$ cat config.mk
export PLATFORM = sky130hd
export DESIGN_NAME = hazard_unit
export DESIGN_NICKNAME = d
export VERILOG_FILES = /design/src/rtl/hazard_pkg.sv /design/src/rtl/hazard_perf_cnt.sv /design/src/rtl/hazard_unit.sv
export SDC_FILE = /design/constraint.sdc
export NUM_CORES = 1
export LEC_CHECK = 0
export ABC_AREA = 1
export CAP_MARGIN = 20
export CORE_UTILIZATION = 25
export DETAILED_ROUTE_END_ITERATION = 8
export PLACE_DENSITY = 0.81
export SLEW_MARGIN = 10
export SYNTH_ARGS = -nofsm -noshare
export SYNTH_HDL_FRONTEND = slang
export SYNTH_SLANG_ARGS = --single-unit
$ cat constraint.sdc
create_clock -name clock -period 1.1 [get_ports clock]
set_clock_uncertainty 0.2 [all_clocks]
set_input_delay 0.165 -clock clock [delete_from_list [all_inputs] [get_ports clock]]
set_output_delay 0.165 -clock clock [all_outputs]
set_load 0.02 [all_outputs]
$ cat src/rtl/hazard_pkg.sv
// Shared types and constants for the pipeline hazard controller.
// HAZARD_STATS_EN enables the stall/flush cycle counters in hazard_unit.
package hazard_pkg;

  typedef enum logic [1:0] {
    RUN        = 2'd0,
    LOAD_STALL = 2'd1
  } hz_state_e;

  localparam logic [4:0] REG_ZERO = 5'd0;
  localparam int CNT_W  = 4;
  localparam int STAT_W = 32;

endpackage

$ cat src/rtl/hazard_perf_cnt.sv
// Free-running wrap-around stall and flush cycle counters.
// Only built when HAZARD_STATS_EN is defined.
module hazard_perf_cnt
  import hazard_pkg::*;
(
  input  logic              clock,
  input  logic              reset,
  input  logic              stall,
  input  logic              flush,
  output logic [STAT_W-1:0] stall_cycles,
  output logic [STAT_W-1:0] flush_cycles
);

  always_ff @(posedge clock or negedge reset) begin
    if (!reset) begin
      stall_cycles <= '0;
      flush_cycles <= '0;
    end else begin
      if (stall) stall_cycles <= stall_cycles + 1'b1;
      if (flush) flush_cycles <= flush_cycles + 1'b1;
    end
  end

endmodule

$ cat src/rtl/hazard_unit.sv
// Load-use / redirect / memory-wait hazard controller for the 5-stage pipe.
// Define HAZARD_STATS_EN to build the stall/flush cycle counters.
module hazard_unit
  import hazard_pkg::*;
#(
  parameter int unsigned LOAD_LAT = 1
) (
  input  logic              clock,
  input  logic              reset,
  input  logic [4:0]        id_rs,
  input  logic [4:0]        id_rt,
  input  logic              id_uses_rt,
  input  logic              ID_EX_MemtoReg,
  input  logic              ID_EX_RegWrite,
  input  logic [4:0]        ID_EX_rd,
  input  logic              ex_branch_taken,
  input  logic              ex_jump,
  input  logic              mem_busy,
  output logic              pc_write,
  output logic              IF_ID_write,
  output logic              IF_ID_flush,
  output logic              ID_EX_write,
  output logic              ID_EX_flush,
  output logic [1:0]        hz_state,
  output logic [STAT_W-1:0] stall_cycles,
  output logic [STAT_W-1:0] flush_cycles
);

  localparam bit MULTI = (LOAD_LAT > 1);
  localparam logic [CNT_W-1:0] LAT_INIT = CNT_W'(LOAD_LAT - 1);

  hz_state_e        state_q, state_d;
  logic [CNT_W-1:0] cnt_q, cnt_d;
  logic             hz_lu, hz_rd;

  assign hz_lu = ID_EX_MemtoReg & ID_EX_RegWrite
               & (ID_EX_rd != REG_ZERO)
               & ((ID_EX_rd == id_rs)
                 | (id_uses_rt & (ID_EX_rd == id_rt)));
  assign hz_rd = ex_branch_taken | ex_jump;

  always_ff @(posedge clock or negedge reset) begin
    if (!reset) begin
      state_q <= RUN;
      cnt_q   <= '0;
    end else begin
      state_q <= state_d;
      cnt_q   <= cnt_d;
    end
  end

  // mem_busy freezes state and cnt so no bubble is lost
  always_comb begin
    state_d = state_q;
    cnt_d   = cnt_q;
    priority case (1'b1)
      mem_busy: ;
      hz_rd: begin
        state_d = RUN;
        cnt_d   = '0;
      end
      (state_q == LOAD_STALL): begin
        cnt_d = cnt_q - 1'b1;
        if (cnt_q == CNT_W'(1)) state_d = RUN;
      end
      (hz_lu && MULTI): begin
        state_d = LOAD_STALL;
        cnt_d   = LAT_INIT;
      end
      default: ;
    endcase
  end

  always_comb begin
    pc_write    = 1'b1;
    IF_ID_write = 1'b1;
    IF_ID_flush = 1'b0;
    ID_EX_write = 1'b1;
    ID_EX_flush = 1'b0;
    if (reset) begin
      priority case (1'b1)
        mem_busy: begin
          pc_write    = 1'b0;
          IF_ID_write = 1'b0;
          ID_EX_write = 1'b0;
        end
        hz_rd: begin
          IF_ID_flush = 1'b1;
          ID_EX_flush = 1'b1;
        end
        (state_q == LOAD_STALL) || hz_lu: begin
          pc_write    = 1'b0;
          IF_ID_write = 1'b0;
          ID_EX_flush = 1'b1;
        end
        default: ;
      endcase
    end
  end

  assign hz_state = state_q;

`ifdef HAZARD_STATS_EN
  hazard_perf_cnt u_perf (
    .clock        (clock),
    .reset        (reset),
    .stall        (~pc_write),
    .flush        (IF_ID_flush),
    .stall_cycles (stall_cycles),
    .flush_cycles (flush_cycles)
  );
`else
  assign stall_cycles = '0;
  assign flush_cycles = '0;
`endif

endmodule

==> impl_metrics.ini <==
[status]
outcome = finished with violations
violations = design-rule violations, negative setup slack

[final_layout]
clock_buffers = 0
num_antenna_cells = 0
seq_area_um2 = 0
n_fill_cell = 337
area_growth_pct = 14.0
drive_gt1_share_pct = 31.4
fin_area_um2 = 885
seq_cell_count = 0
instances_no_fill = 190
final_nets = 184

[critical_path]
startpoint_type = primary input
critPathMostFrequentCell = nand2_1
crit_required_ps = 730
cpMaxStageDelayCell = buf_6
path_max_fanout = 4
cp-end-kind = output pin
cpPeakStageDelay_ps = 120
cp_cell_sequence = buf_12 > inv_8 > nand2_2 > nand2_1 > nor2_1 > nand3_1 > nand2_1 > nand3_1 > nand2_1 > inv_2 > buf_6
crit_type = in2out
cp.arrival_ps = 950

[timing]
setup_ws_ps = -212
fin_crit_sh_pct = 119
min_period_ps = 1310
hold-worst-slack_ps = 449
max_freq_mhz = 762
drv_slew = 0
setup_violations = 3
rsz0062_at_grt = true
finalHoldViolations = 0

[min_path]
worst_hold_path.endpoint = ID_EX_write
hold_depth = 3
hold_start = reset
worstHoldPathType = in2out

[synth]
ys_seq_area_share_pct = 0
synth_cell_types = 13
synth_area_per_cell_um2 = 5.79
syn-cell-area_um2 = 776
synth-warning-count = 0
postSynthCellCount = 134

[pwr]
cellPowerDensity_nw_per_um2 = 477
leakagePower_nw = 0.575
vdd_drop_max_v = 0.000113

[global_route]
grt_pass1_wl_um = 1690
overflow = 0
grt_max_degree = 5
grt_pass1_vias = 445
antenna_found_initial = 0
grt_use_total_pct = 6.00

[drt]
wl_per_cell_um = 6.58
route.detailed.drc = 5
drt_first_iter_violations = 18
drt_wl_total_um = 1250
vias = 603
drtAntennaViolNets = 0
vias_per_cell = 3.17
dr.pass1.iters = 8

[placed_design]
routabilityCongestion = 0.714
dp_cells = 190
place_hpwl_um = 1080
post_dp_cell_area_um2 = 842
portBuffers = 27

[flow_run]
maxCapViolCount = 0

[floorplanning]
rows = 19
start_util_pct = 27.2
die_w_um = 57.7
core_area_um2 = 2850
dieArea_um2 = 3330
chipHeight_um = 57.7
ioPinCount = 94

[cts]
cts_setup_buffers = 0
[cell families (layout without fill, tap and decap cells)]
kind of cell / Yosys count / in the layout / synth area share [%]
AND/OR/NAND/NOR: 46 / 46 / 24.2
XOR/XNOR: 1 / 1 / 1.13
other: 1 / 66 / 0.483
AO/OA/AOI/OAI: 1 / 1 / 0.645
buffers and inverters: 85 / 45 / 73.5
[cells in the mapped netlist, drive strengths merged]
library cell | n | share of area (%)
nor2 | 10 | 5.2
nand2 | 29 | 14
o21ai | 1 | 0.64
nand3 | 5 | 3.2
nand4 | 1 | 0.81
nor3 | 1 | 0.64
xnor2 | 1 | 1.1
conb | 1 | 0.48
inv | 18 | 8.7
buf | 67 | 65
[cell type report]
type	count	area, µm²	area share (%)
Tap cell	31	38.8	4.38
Inverter	18	80.1	9.05
Multi-Input combinational cell	114	495	56.0
Timing Repair Buffer	27	270	30.6
[where the power goes]
part           switching, mW  internal, mW  leakage [nW]
logic                  0.302         0.120         0.575
registers                  0             0             0
clock network              0             0             0
[layout by cell type (no fill, tap or decap)]
cell,Yosys,routed
xnor2_1,1,1
clkbuf_2,0,4
nor3_2,0,1
inv_2,4,10
nor2_2,1,1
buf_8,0,2
buf_2,0,3
inv_1,14,5
nand3_1,5,5
dlygate4sd2_1,0,2
inv_8,0,1
clkdlybuf4s15_1,0,1
nand4_1,1,1
conb_1,1,66
nor2_1,9,6
nand2_1,28,22
o21ai_2,0,1
buf_6,0,14
nor2_4,0,3
nand2_2,1,7
buf_12,0,1
inv_4,0,2
[critical path: cells and delay by family]
| kind | cells | cell delay [ps] |
|---|---|---|
| buf+inv | 4 | 290 |
| simple gates | 7 | 490 |
[stage by stage]
stage	util, %	total power [mW]	worst slack [ps]	TNS [ps]
global route	31.0	0.455	-322	-930
floorplan	-	0.461	-90.7	-90.7
finish	31.0	0.422	-212	-624
global placement	29.5	0.396	-1190	-4920
detailed placement	29.5	0.398	-1250	-5020
CTS	28.4	0.385	-245	-827
[routing by layer]
| layer | track usage [%] | vias to the layer above | wire length [µm] |
|---|---|---|---|
| li1 | - | 310 | - |
| met3 | 0.893 | 0 | 184 |
| met4 | 0 | 0 | 0 |
| met1 | 7.01 | 246 | 383 |
| met2 | 12.1 | 47 | 682 |
| met5 | 0 | - | 0 |
[worst max path at each step]
stage / from / end / depth (start not counted)
after floorplan: ID_EX_rd[0] / pc_write / 10
after global placement: ID_EX_rd[0] / ID_EX_flush / 10
after detailed placement: ID_EX_rd[0] / ID_EX_flush / 10
after CTS: ID_EX_rd[2] / IF_ID_write / 11
after global routing: ID_EX_rd[3] / IF_ID_write / 11
final: ID_EX_rd[0] / IF_ID_write / 11
[what timing repair did]
item,4_1_cts,5_1_grt
pin swaps,26,23
hold buffers,0,0
endpoints found under the setup margin,5,4
resized for setup,111,33
cloned,0,0
Power figures use the tool's default switching activity.
